--- src/rtl/striping_2lanes.sv ---
// Two-lane word striper: deals an incoming word stream alternately onto lane 0 and lane 1,
// tracks pairing, and flags a broken pair when lane 1 starves for IDLE_LIMIT cycles.
module striping_2lanes #(
   parameter int unsigned DATA_WIDTH = 32,
   parameter int unsigned IDLE_LIMIT = 4
) (
   input  logic                  clk_2f,
   input  logic                  reset_L,
   input  logic                  valid_in,
   input  logic [DATA_WIDTH-1:0] data_in,
   output logic                  valid_out_lane0,
   output logic [DATA_WIDTH-1:0] data_out_lane0,
   output logic                  valid_out_lane1,
   output logic [DATA_WIDTH-1:0] data_out_lane1,
   output logic                  active,
   output logic                  pair_err,
   output logic [7:0]            word_count
);

   localparam logic [0:0] S_L0 = 1'b0;
   localparam logic [0:0] S_L1 = 1'b1;

   // Counter value on the edge that would complete the idle window
   localparam logic [7:0] IDLE_LAST = 8'(IDLE_LIMIT - 1);

   logic [0:0] state;
   logic [7:0] idle_cnt;

   always_ff @(posedge clk_2f or posedge reset_L) begin
      if (reset_L) begin
         state           <= S_L0;
         idle_cnt        <= '0;
         valid_out_lane0 <= 1'b0;
         valid_out_lane1 <= 1'b0;
         data_out_lane0  <= '0;
         data_out_lane1  <= '0;
         active          <= 1'b0;
         pair_err        <= 1'b0;
         word_count      <= '0;
      end else begin
         valid_out_lane0 <= 1'b0;
         valid_out_lane1 <= 1'b0;
         pair_err        <= 1'b0;

         if (valid_in)
            word_count <= word_count + 8'd1;

         case (state)
            S_L0: begin
               if (valid_in) begin
                  data_out_lane0  <= data_in;
                  valid_out_lane0 <= 1'b1;
                  idle_cnt        <= '0;
                  state           <= S_L1;
               end
            end
            S_L1: begin
               // A valid word always beats the timeout on the same edge
               if (valid_in) begin
                  data_out_lane1  <= data_in;
                  valid_out_lane1 <= 1'b1;
                  active          <= 1'b1;
                  idle_cnt        <= '0;
                  state           <= S_L0;
               end else if (idle_cnt == IDLE_LAST) begin
                  pair_err <= 1'b1;
                  idle_cnt <= '0;
                  state    <= S_L0;
               end else begin
                  idle_cnt <= idle_cnt + 8'd1;
               end
            end
            default: state <= S_L0;
         endcase
      end
   end

endmodule

--- config.mk ---
export PLATFORM = sky130hd
export DESIGN_NAME = striping_2lanes
export DESIGN_NICKNAME = d
export VERILOG_FILES = /design/src/rtl/striping_2lanes.sv
export SDC_FILE = /design/constraint.sdc
export NUM_CORES = 1
export LEC_CHECK = 0
export BUFFER_PORTS_ARGS = -buffer_cell sky130_fd_sc_hd__buf_4
export CAP_MARGIN = 20
export CORE_ASPECT_RATIO = 1.25
export CORE_MARGIN = 4
export CORE_UTILIZATION = 25
export DETAILED_ROUTE_END_ITERATION = 16
export GPL_ROUTABILITY_DRIVEN = 0
export PLACE_DENSITY_LB_ADDON = 0.2
export SETUP_SLACK_MARGIN = 0.05
export SLEW_MARGIN = 0
export SYNTH_ARGS = -nofsm -noshare
export SYNTH_HDL_FRONTEND = slang
export SYNTH_SLANG_ARGS = --single-unit
export TNS_END_PERCENT = 50
--- constraint.sdc ---
create_clock -name clk_2f -period 2.6 [get_ports clk_2f]
set_input_delay 0.52 -clock clk_2f [delete_from_list [all_inputs] [get_ports clk_2f]]
set_output_delay 0.52 -clock clk_2f [all_outputs]
set_load 0.05 [all_outputs]
Yosys cells after proc, flatten, opt, wreduce, memory -nomap -nowiden
Cells that the tools add are included.

Output and inout port bits: 76. Input bits: 35. Logic and storage cells: 29. Register bits after elaboration: 85.

Equality and inequality tests: 2. $add $sub $neg: 2. Mux-type cells: 13. Bitwise gates (word level): 1. Reductions and logical operators: 2.

Operator list (count): 2-to-1 mux 8 bit (3); adder 8 x 1 -> 8 bit (second input constant) (2); one-hot mux 8 bit (2 select lines) (1); equality test 8 x 2 -> 1 bit (second input constant) (1); 2-to-1 mux 1 bit (8); AND reduction 2 bit (2); != test 2 bit (second input constant) (1); one-hot mux 1 bit (2 select lines) (1); inverter 1 bit (1).

Logic depth before layout (Yosys ltp)
Depth after elaboration: 4. Depth in mapped cells: 5. Mapped depth without buffers: 4.

Worst setup path before layout
No wires, ideal clock.

Path kind: input -> register. From: in valid_in. To: reg data_out_lane1[10]. Stages on the path: 4. Data arrival time: 1341 ps. Library setup time: 125 ps. Path slack: 1135 ps. Data required time: 2475 ps. Path buffers: 2. Path through: buf_2 nand2_2 buf_2 mux2_2.

Longest elaborated chain between the ends: 1.

RTL lines: from (decl) (line 9) `input logic valid_in,`; AND reduction 2 bit (no line); to (signal assigned) (line 60) `data_out_lane1 <= data_in;`; to (decl) (line 14) `output logic [DATA_WIDTH-1:0] data_out_lane1,`.

Every way passes these cells. A chain may end at the register's enable or synchronous reset.

Worst setup path in the final report
From: reg state. To: reg data_out_lane0[21].

Longest elaborated chain between the ends: 2.

RTL lines: from (decl) (line 26) `logic [0:0] state;`; from (signal assigned) (line 31) `state <= S_L0;`; from (signal assigned) (line 54) `state <= S_L1;`; from (signal assigned) (line 64) `state <= S_L0;`; inverter 1 bit; AND reduction 2 bit (no line); to (signal assigned) (line 51) `data_out_lane0 <= data_in;`; to (decl) (line 12) `output logic [DATA_WIDTH-1:0] data_out_lane0,`.

Every way passes these cells.

==> reports/qor.yml <==
area_growth_pct: 41.3
drt_iter0_drc: 58
synth_compound_area_frac: 0.0132
synthXorXnorAreaFrac: 0.0264
crit_required_ns: 2.81
cpPeakStageDelay_ns: 0.57
ant_nets: 0
setup_viol: 0
endpoint_kind: "flip-flop"
drt-total-wl_um: 7150
vias_per_cell: 4.19
clk_pin_slew_worst_paths_ns: 0.06
final_nets: 369
yosys.area_share.simple: 0.0588
critical_path_class: "flip-flop to flip-flop"
yosys_warnings: 0
crit_slowest_cell: "dfrtp_1"
num_vias: 2114
drcViolationCount: 0
grt_pass1_vias: 2305
crit_chain: "nand2b_4 -> mux2_2"
insertedDiodeCount: 0
synth_fa_ha_area_frac: 0.0113
fin_cells: 504
hold_viol: 0
antenna_found_initial: 0
skew_ns: 0.00533
portBuffers: 110
synth.distinct_cells: 27
grt_max_degree: 86
fin_crit_sh: 0.625
fin_tns_setup_ns: 0
status: "finished clean"
cts_sinks: 85
ir_drop_mv: 0.400
max_freq_mhz: 615
max_slew_margin: 0.663
root_buffer: "clkbuf_16"
first_pass_iters: 4
rr_worst_depth: 2
clockBufferDepth: 2
critPathArrivalTime_ns: 1.84
final_cell_area_um2: 4690
p_leak_nw: 2.16
yosysTopAreaCell: "dfrtp_1"
syn_nets: 255
design.core.area_um2: 12800
cts_tree: "yes"
cts_resized: 0
die_height_um: 137
critPathLaunchType: "flip-flop"
gr-total-overflow: 0
place_area_um2: 4320
rsz0062_at_grt: "no"
maxSlewViolCount: 0
tightest_slew_ns: 0.505
htree_levels: 3
cts_buffers: 9
rrSetupSlack_ns: 0.97
synth_area_per_cell_um2: 15.3
crit_buf_inv: 0
synth_area_leaders: "dfrtp_1, mux2_2, mux2_1"
die_width_um: 111
avgRoutedWirePerCell_um: 14.2
yosys_register_bits: 85
synth_top_family_by_area: "multiplexers"
clk_latency_ns: 0.33
p_per_area_nw_per_um2: 1220
holdBufCountCts: 0
floorplan.rows: 46
min_period_ns: 1.63
die-area_um2: 15200
grt_pass1_wl_um: 11800
synth_area_um2: 3320
synthMuxAreaShare: 0.223
post-cts-setup-buffers: 0
placed_cells: 488
synth_top_area_frac: 0.641
hpwl_um: 4940
syn-instance-count: 217
start_util: 0.259
cp_num_cells: 2
hold_path.class: "primary input to async pin"
layout-drive-gt1-share: 0.577
drv_cap: 0
io_pins: 111
critPathTopFamily: "flip-flops"
grt.total_usage: 0.0984
ys_seq_area_frac: 0.641
crit_path_max_fanout: 34
[worst min-delay path, stage by stage]
cell	delay, ns
buf_4	0.12
clkinvlp_4	0.07
buf_12	0.35
[state kept, by name, summed over array words and instances, names as in the netlist]
name and cells:
active 1, state 1, pair_err 1, word_count 8
data_out_lane1 32, data_out_lane0 32, valid_out_lane0 1, idle_cnt 8
valid_out_lane1 1
[where the power goes]
group | leakage [nW] | total, mW | internal, mW | switching [mW]
registers | 1.02 | 1.89 | 1.66 | 0.228
clock network | 0.183 | 1.57 | 1.06 | 0.508
logic | 0.957 | 2.25 | 0.742 | 1.51
total | 2.16 | 5.71 | 3.46 | 2.25
[cells in the final DEF (no fill, tap or decap)]
cell / Yosys / layout
buf_4: 1 / 112
dfrtp_1: 85 / 85
mux2_2: 59 / 59
nand4_1: 9 / 9
clkbuf_16: 0 / 9
nand2_1: 6 / 6
xnor2_1: 6 / 6
mux2_1: 6 / 6
nor2_1: 5 / 5
xor2_1: 4 / 4
bufinv_16: 0 / 4
o21ai_0: 3 / 3
or3_1: 3 / 3
a21oi_1: 3 / 3
nand2b_1: 3 / 3
ha_1: 3 / 3
inv_1: 3 / 2
and3_1: 1 / 1
nand2_2: 1 / 1
nand2b_4: 1 / 1
or4_4: 1 / 1
nor3_2: 1 / 1
o21ai_1: 1 / 1
nor4_2: 1 / 1
clkinvlp_4: 0 / 1
mux2i_1: 1 / 1
o32ai_1: 1 / 1
clkbuf_8: 0 / 1
clkinv_4: 0 / 1
clkinv_2: 0 / 1
buf_12: 0 / 1
[logic make-up (layout without fill, tap and decap cells)]
kind of cell             count (synthesis)  in the layout
AO/OA/AOI/OAI                            8              8
XOR/XNOR                                10             10
adder cells (fa/ha/maj)                  3              3
buffers and inverters                   13            132
flip-flops                              85             85
multiplexers                            66             66
AND/OR/NAND/NOR                         32             32
[cell usage after synthesis]
cell      number
dfrtp_1       85
mux2_2        59
nand4_1        9
mux2_1         6
nand2_1        6
xnor2_1        6
nor2_1         5
buf_2          4
buf_6          4
xor2_1         4
a21oi_1        3
ha_1           3
inv_1          3
nand2b_1       3
o21ai_0        3
or3_1          3
and3_1         1
buf_1          1
buf_4          1
mux2i_1        1
nand2_2        1
nand2b_4       1
nor3_2         1
nor4_2         1
o21ai_1        1
o32ai_1        1
or4_4          1
[per-layer routing]
layer | up-vias | part of all wire | wire length, um | global-route usage
met4 | 0 | 0.011 | 77 | 0.0385
met1 | 1057 | 0.41 | 2970 | 0.110
li1 | 987 | - | - | -
met3 | 6 | 0.067 | 478 | 0.0420
met2 | 64 | 0.51 | 3620 | 0.167
met5 | - | 0 | 0 | 0
[area by class of cell]
type / instances / area [um^2]
Tap cell: 168 / 210
Clock buffer: 10 / 239
Multi-Input combinational cell: 119 / 1110
Inverter: 3 / 15.0
Timing Repair Buffer: 113 / 861
Fill cell: 1256 / 8140
Sequential cell: 85 / 2130
Clock inverter: 6 / 134
[stage by stage]
stage | worst slack, ns | utilization | power [mW] | hold slack (ns)
final | 0.974 | 0.366 | 5.71 | 0.297
after floorplan | 1.10 | - | 3.47 | 0.470
after global routing | 0.867 | 0.366 | 5.99 | 0.351
after global placement | 0.939 | 0.337 | 4.17 | 0.455
after CTS | 0.934 | 0.366 | 5.81 | 0.334
after detailed placement | 0.920 | 0.337 | 4.20 | 0.466
[final timing paths]
path                                      end     startpoint
setup reg to reg           data_out_lane0[21]          state
hold / removal                valid_out_lane1        reset_L
min in group clk_2f         data_out_lane0[6]     data_in[6]
hold reg to reg                 word_count[7]  word_count[7]
max in group asynchronous         idle_cnt[4]        reset_L
setup / recovery           data_out_lane0[21]          state
No activity file was read; power rests on OpenSTA's default activity.
